===== src/rtl/hazard_ctrl.sv =====
// Pipeline hazard controller: load-use stall, taken-branch squash, mult/div EX occupancy.
// Enables/flushes are combinational (same-cycle); FSM, md counter and stall counter are registered.
module hazard_ctrl #(
  parameter int MD_LATENCY = 4,
  parameter int CNT_W      = 16
) (
  input  logic             clk,
  input  logic             rst,
  input  logic [4:0]       id_rs,
  input  logic [4:0]       id_rt,
  input  logic             id_uses_rs,
  input  logic             id_uses_rt,
  input  logic             idex_mem_read,
  input  logic [4:0]       idex_rt,
  input  logic             ex_branch_taken,
  input  logic             ex_md_start,
  output logic             pc_write,
  output logic             ifid_write,
  output logic             ifid_flush,
  output logic             idex_write,
  output logic             idex_bubble,
  output logic             exmem_bubble,
  output logic             md_busy,
  output logic [CNT_W-1:0] stall_cycles
);

  localparam int MCW = (MD_LATENCY > 2) ? $clog2(MD_LATENCY) : 1;

  typedef enum logic {RUN, MD_BUSY} state_t;

  state_t         state;
  logic [MCW-1:0] md_cnt;
  logic           load_use;
  logic           md_stall;

  assign load_use = idex_mem_read && (idex_rt != 5'd0) &&
                    ((id_uses_rs && (idex_rt == id_rs)) ||
                     (id_uses_rt && (idex_rt == id_rt)));

  // The release cycle (MD_BUSY with md_cnt==0) ignores ex_md_start: the same op is still in EX.
  assign md_stall = !rst && (((state == RUN) && ex_md_start) ||
                             ((state == MD_BUSY) && (md_cnt != '0)));

  assign md_busy = (state == MD_BUSY);

  always_comb begin
    pc_write     = 1'b1;
    ifid_write   = 1'b1;
    ifid_flush   = 1'b0;
    idex_write   = 1'b1;
    idex_bubble  = 1'b0;
    exmem_bubble = 1'b0;
    if (!rst) begin
      if (md_stall) begin
        pc_write     = 1'b0;
        ifid_write   = 1'b0;
        idex_write   = 1'b0;
        exmem_bubble = 1'b1;
      end else if (ex_branch_taken) begin
        ifid_flush  = 1'b1;
        idex_bubble = 1'b1;
      end else if (load_use) begin
        pc_write    = 1'b0;
        ifid_write  = 1'b0;
        idex_bubble = 1'b1;
      end
    end
  end

  always_ff @(posedge clk or posedge rst) begin
    if (rst) begin
      state  <= RUN;
      md_cnt <= '0;
    end else begin
      case (state)
        RUN: begin
          if (ex_md_start) begin
            state  <= MD_BUSY;
            md_cnt <= MCW'(MD_LATENCY - 2);
          end
        end
        MD_BUSY: begin
          if (md_cnt != '0) begin
            md_cnt <= md_cnt - MCW'(1);
          end else begin
            state <= RUN;
          end
        end
        default: begin
          state  <= RUN;
          md_cnt <= '0;
        end
      endcase
    end
  end

  always_ff @(posedge clk or posedge rst) begin
    if (rst) begin
      stall_cycles <= '0;
    end else if (!pc_write && (stall_cycles != {CNT_W{1'b1}})) begin
      stall_cycles <= stall_cycles + CNT_W'(1);
    end
  end

endmodule


===== config.mk =====
export PLATFORM = sky130hd
export DESIGN_NAME = hazard_ctrl
export DESIGN_NICKNAME = d
export VERILOG_FILES = /design/src/rtl/hazard_ctrl.sv
export SDC_FILE = /design/constraint.sdc
export NUM_CORES = 1
export LEC_CHECK = 0
export CORE_MARGIN = 2
export CORE_UTILIZATION = 45
export CTS_BUF_LIST = sky130_fd_sc_hd__clkbuf_16
export CTS_CLUSTER_DIAMETER = 150
export DETAILED_ROUTE_END_ITERATION = 7
export PLACE_DENSITY_LB_ADDON = 0.05
export SLEW_MARGIN = 20
export SYNTH_ARGS = -nofsm -noshare
export SYNTH_HDL_FRONTEND = slang
export SYNTH_SLANG_ARGS = --single-unit

===== constraint.sdc =====
create_clock -name clk -period 3.9 [get_ports clk]
set_input_delay 0.585 -clock clk [delete_from_list [all_inputs] [get_ports clk]]
set_output_delay 0.585 -clock clk [all_outputs]
set_load 0.01 [all_outputs]

==> impl_metrics.csv <==
group,metric,value,unit
timing,timing.fmax,0.305,GHz
timing,layout_min_cycle_time,3.28,ns
timing,min_period_over_period,0.842,
timing,hold_violations,0,
logic_synthesis,synth_flop_cell,"dfrtp_1",
global_routing,grt_max_degree,20,
timing,worst_slack,0.618,ns
logic_synthesis,netlist.area_leader.share,0.435,
timing,slew_viol_final,0,
power,ir_drop,0.461,mV
global_routing,grt_first_pass_wirelength,4080,um
logic_synthesis,ys_top_cells_by_area,"dfrtp_1 (43%), xnor2_1 (11%), xor2_1 (8.0%)",
final_layout,ff_latch_area,475,um^2
clock_network,htreeDepth,1,
setup_path,r2r_end,"stall_cycles[1]$_DFFE_PP0P_",
placement,port_buffers,44,
global_routing,antenna_found_initial,0,
floorplanning,start_util,0.485,
global_routing,grt-ovfl-total,0,
setup_path,crit_arrival,2.70,ns
setup_path,critPathRequiredTime,3.31,ns
setup_path,end_kind,"output port",
min_path,hold_depth,1,
detailed_routing,via_per_inst,5.23,
setup_path,crit_type,"input port to output port",
detailed_routing,wirelength,2530,um
power,p_per_area,563,nW/um^2
floorplanning,core,2250,um^2
floorplanning,die_y,53.3,um
clock_network,clk_latency,0.25,ns
logic_synthesis,synth.avg_cell_area,9.51,um^2
floorplanning,rows,17,
final_layout,num-fill-cells,184,
clock_network,numCtsBuffers,3,
final_layout,drive_gt1_frac,0.0494,
detailed_routing,drtIter0Drc,12,
floorplanning,die_width,53.3,um
detailed_routing,ant_nets,0,
clock_network,clockRootBuffer,"clkbuf_16",
min_path,hp-class,"flip-flop to flip-flop",
detailed_routing,wl_per_cell,13.3,um
clock_network,cts.clk_slew.worst_paths,0.05,ns
logic_synthesis,yosys_warnings,0,
detailed_routing,drt_first_pass_iters,4,
clock_network,cts-resized-gates,0,
detailed_routing,vias,993,
clock_network,cts.path.max_buffers,2,
logic_synthesis,yosys.area.top_type,"dfrtp_1",
logic_synthesis,ys_top_cells_by_count,"dfrtp_1 (19), xnor2_1 (14), inv_1 (10), xor2_1 (10), nor3_1 (9)",
timing,timing.slew.headroom,0.523,
timing,setup-violations-final,0,
timing,rsz0062_at_grt,"false",
detailed_routing,drc,0,
job,cap_violations,0,
min_path,whs_endpoint,"md_cnt[0]$_DFFE_PP0P_",
logic_synthesis,ys_seq_area_frac,0.435,
setup_path,start_kind,"input port",
logic_synthesis,synth.distinct_cells,27,
logic_synthesis,ys_ff_latch,19,
logic_synthesis,syn-num-nets,139,
outcome,status,"complete, no violations",
logic_synthesis,yosysMostFrequentCell,"dfrtp_1",
logic_synthesis,synth_edf_count,0,
clock_network,cts_hold_buffers,0,
setup_path,regToRegStartpoint,"stall_cycles[0]$_DFFE_PP0P_",
setup_path,cp_max_fo,3,
global_routing,grt_pass1_vias,895,
clock_network,post-cts-setup-buffers,0,
final_layout,area_delta_synth_final,49.7,%
placement,hpwl,1880,um
global_routing,grtUsageTotal,0.204,
timing,setup_tns,0,ns
logic_synthesis,syn-cell-area,1090,um^2
final_layout,fin_nets,187,
clock_network,cts_tree,"yes",
placement,place_congestion,0.707,
final_layout,n_antenna_cell,0,
logic_synthesis,netlist_instances,115,
min_path,hold_start,"md_cnt[0]$_DFFE_PP0P_",
power,p_leak,0.692,nW
floorplanning,die_area,2840,um^2
setup_path,regToRegSetupSlack,1.53,ns
setup_path,r2r_cells,6,
logic_synthesis,synthArstFlopShare,1.00,
timing,finClkSkew,0.00183,ns
placement,dp_worst_setup_slack,0.622,ns
power,power,0.921,mW
timing,worstMarginPinSlew,0.715,ns
floorplanning,ios,45,
final_layout,multi_input_area,562,um^2
clock_network,clock-sinks,19,
[critical path, cell delays in order]
cell             delay [ns]
clkdlybuf4s50_1        0.47
or4_1                  0.57
o21ai_2                0.18
nor3_1                 0.06
a21oi_1                0.25
clkdlybuf4s50_1        0.59
[worst max path at each step]
stage	startpoint	to	slack (ns)	depth (start not counted)
floorplan	idex_rt[1]	pc_write	1.51	5
global placement	idex_rt[1]	ifid_write	0.69	6
detailed placement	idex_rt[1]	ifid_write	0.62	6
CTS	idex_rt[1]	ifid_write	0.62	6
global route	idex_rt[1]	pc_write	0.53	6
finish	idex_rt[1]	ifid_write	0.62	6
[logic make-up (layout without fill, tap and decap cells)]
| logic type | after synthesis | after routing | synth area share |
|---|---|---|---|
| compound gates | 7 | 7 | 0.0458 |
| xor+xnor | 24 | 24 | 0.192 |
| fa+ha+maj | 2 | 2 | 0.0229 |
| buf+inv | 12 | 59 | 0.0515 |
| flops | 19 | 19 | 0.435 |
| mux | 2 | 2 | 0.0206 |
| simple gates | 49 | 49 | 0.232 |
[through the flow]
step	hold slack, ns	cells	area [um^2]	util
after floorplan	0.457	115	1090	-
after detailed placement	0.500	186	1560	0.691
after CTS	0.508	190	1640	0.726
after global routing	0.530	190	1640	0.726
after global placement	0.481	186	1560	0.691
final	0.502	190	1640	0.726
[power breakdown]
part	leakage, nW	internal (mW)	switching [mW]
sequential	0.228	0.259	0.0706
clock	0.0423	0.136	0.0683
combinational	0.421	0.211	0.176
total	0.692	0.606	0.315
[placed cells by master, fill, tap and decap left out, drive strengths merged]
cell	count
nand4	6
clkbuf	3
ha	2
or4	1
o22ai	1
o21ai	2
mux2	2
nor2	8
buf	1
a21o	1
nor3	10
xnor2	14
dfrtp	19
inv	11
clkdlybuf4s50	44
and3	1
xor2	10
a21oi	2
nand3	8
nor4	6
a2bb2oi	1
nand2b	1
and2b	1
nand2	7
[layer usage]
layer / global-route usage / share of wire / wire length [um]
met5: 0 / 0 / 0
met3: 0.0395 / 0.057 / 145
met1: 0.265 / 0.46 / 1160
met4: 0.115 / 0.023 / 59
met2: 0.315 / 0.46 / 1160
[registers in the layout (all words and copies together), names as in the netlist]
name,flops
md_busy,1
md_cnt,2
stall_cycles,16
[final cells by class]
cell class                 count  share of cell area
clock buffer                   3              0.0459
inverter                      10              0.0229
clock inverter                 1             0.00229
timing repair buffer          45               0.274
multi-input combinational     84               0.343
tap                           28              0.0214
sequential                    19               0.291
Note: power is estimated with default switching activity, not from simulation.
==> RTL change (config.mk and constraints unchanged) <==
Make the reset (`rst`) synchronous in 2 clocked blocks.
--- a/src/rtl/hazard_ctrl.sv
+++ b/src/rtl/hazard_ctrl.sv
@@ -67,7 +67,7 @@
     end
   end
 
-  always_ff @(posedge clk or posedge rst) begin
+  always_ff @(posedge clk) begin
     if (rst) begin
       state  <= RUN;
       md_cnt <= '0;
@@ -94,7 +94,7 @@
     end
   end
 
-  always_ff @(posedge clk or posedge rst) begin
+  always_ff @(posedge clk) begin
     if (rst) begin
       stall_cycles <= '0;
     end else if (!pc_write && (stall_cycles != {CNT_W{1'b1}})) begin
Behaviour: differs if rst is asserted again (counterexample within 4 cycles, from zero or initial values and one cycle with rst high); with rst held inactive, the same outputs for 10 cycles.
==> RTL change against the unedited design <==
- sequential cell count unchanged
- synthesized area up 7.8%
- first-iteration DRC count up 8.3%
- wire length up 13%
- via count up 21%
- worst setup slack worse by 0.14 ns
- utilization down 3.8 points
- count of clock-buffer cells in the layout unchanged
- critical path type unchanged
- cell area up 4.1%
Power is not compared: it rests on default switching activity, and its combinational part moved more than twofold at a synthesized area within 25%.
==> RTL change: results (changes against the unedited design) <==
[run_status]
status=completed

[sta]
timing_worst_slew_pin_value_ns=0.619  ; -0.0965 ns
tns_ns=0  ; unchanged
timing.clock.skew_ns=0.00236  ; +0.000530 ns

[worst_hold_path]
hp-start=stall_cycles[8]
worstHoldPathType=reg2reg
timing.hold.worst_path_depth=2  ; +1

[clock_tree]
source_to_sink_clock_delay_at_the_later_pin_of_the_worst_skew_pair_ns=0.25  ; about the same
cts_htree_levels=1  ; unchanged
clock-root-buffer=sky130_fd_sc_hd__clkbuf_16
cts_repair_resize_count=0  ; unchanged
post_cts_repair_setup_buffers=0  ; unchanged
cts-buffers-inserted=3  ; unchanged
cts.hold.buffers_added=0  ; unchanged
cts.clk_slew.worst_paths_ns=0.05  ; about the same
clock_path_buffers=2  ; unchanged

[worst_setup_path]
rr_startpoint=stall_cycles[0]
crit-reg2reg-capture=stall_cycles[10]
reg2regPathDepth=7  ; +1
critical_path.startpoint=idex_rt[1]
crit_path_max_fanout=4  ; +1
cp_top_family=buffers and inverters
worstSetupEndpoint=ifid_write
r2r_slack_ns=1.36  ; -0.17 ns
critical_path_arrival_ns=2.84  ; +0.14 ns
slowest_delay_ns=0.61  ; +0.02 ns

[layout]
layout.nets=205  ; +9.6%
antenna_cells=0  ; unchanged
flip_flop_count_of_the_largest_register_after_layout=16  ; unchanged
drive_above_1_share_pct=9.44  ; +4.5 points
nFillCells=214  ; +16%
largest-register=stall_cycles

[global_route]
first_global_vias=1072  ; +20%
largest_net_degree_at_the_start_of_global_routing=27  ; +35%
grt_pass1_wl_mm=4.59  ; +12%
initial_antenna_violation_count=0  ; unchanged
grt_use_total_pct=20.8  ; +0.37 points

[detailed_routing]
routed_wire_length_per_instance_um=13.7  ; +2.7%
drtAntennaViolNets=0  ; unchanged
drt_first_iter_violations=13  ; +1
routed-via-count=1203  ; +21%

[power_and_ir_drop]
comb_power_share_pct=18.9
pg_clk_w=0.000208
internal_power_w=0.000389
maximum_ir_drop_on_the_vdd_rail_uv=268

[placed_design]
detailed_place_hpwl_mm=2.10  ; +12%
io_buffer_count=44  ; unchanged
globalplace.congestion=0.715  ; +1.2%

[synthesis]
netlist_top_cells_area=sky130_fd_sc_hd__dfxtp_1 (32%), sky130_fd_sc_hd__xnor2_1 (7.4%), sky130_fd_sc_hd__a21oi_1 (3.8%)
count_of_unique_library_cells_instantiated_by_yosys=42  ; +56%
synthTopCellsByCount=sky130_fd_sc_hd__dfxtp_1 (19), sky130_fd_sc_hd__inv_1 (12), sky130_fd_sc_hd__xnor2_1 (10), sky130_fd_sc_hd__a21oi_1 (9), sky130_fd_sc_hd__nor2_1 (9)
synth-warning-count=0  ; unchanged
synth_sequential_area_ratio_pct=32.3  ; -11 points
synth.net_count=161  ; +16%
asyncSetResetFlopFracSynth_pct=0  ; -100 points

[RTL change: layout make-up]
type	instances	area, µm²	share of cell area, %
inverter	12	45.0	2.65
sequential	19	380	22.3
timing repair buffer	45	448	26.3
tap	30	37.5	2.20
multi-input combinational	100	712	41.8
clock inverter	1	5.00	0.294
clock buffer	3	75.1	4.41
[RTL change: routing by layer]
| metal | vias to the layer above | track usage, % | wire length [µm] |
|---|---|---|---|
| met5 | - | 0 | 0 |
| met3 | 5 | 4.03 | 176 |
| met2 | 34 | 35.9 | 1360 |
| met1 | 566 | 25.0 | 1300 |
| met4 | 0 | 8.94 | 38 |
| li1 | 598 | - | - |
[RTL change: cells by family after synthesis]
group                    count (synthesis)  synth area share [%]
multiplexers                             3                  2.76
AND/OR/NAND/NOR                         49                  25.6
XOR/XNOR                                11                  8.17
adder cells (fa/ha/maj)                  2                  2.12
flip-flops                              19                  32.3
AO/OA/AOI/OAI                           35                  21.8
buffers and inverters                   18                  7.32
[RTL change: worst min path at each step]
stage	to	slack (ns)
after CTS	stall_cycles[11]	0.52
after floorplan	md_cnt[1]	0.50
after detailed placement	stall_cycles[11]	0.50
after global routing	stall_cycles[11]	0.55
final	stall_cycles[8]	0.51
after global placement	stall_cycles[11]	0.48
[RTL change: through the flow]
| stage | cell area, µm² | worst slack (ns) | total power [W] | hold WS (ns) | instances |
|---|---|---|---|---|---|
| floorplan | 1180 | 1.42 | 0.000260 | 0.497 | 137 |
| global placement | 1620 | 0.548 | 0.000302 | 0.477 | 206 |
| detailed placement | 1620 | 0.464 | 0.000305 | 0.502 | 206 |
| CTS | 1700 | 0.458 | 0.000514 | 0.515 | 210 |
| global route | 1700 | 0.373 | 0.000534 | 0.550 | 210 |
| finish | 1700 | 0.474 | 0.000509 | 0.511 | 210 |
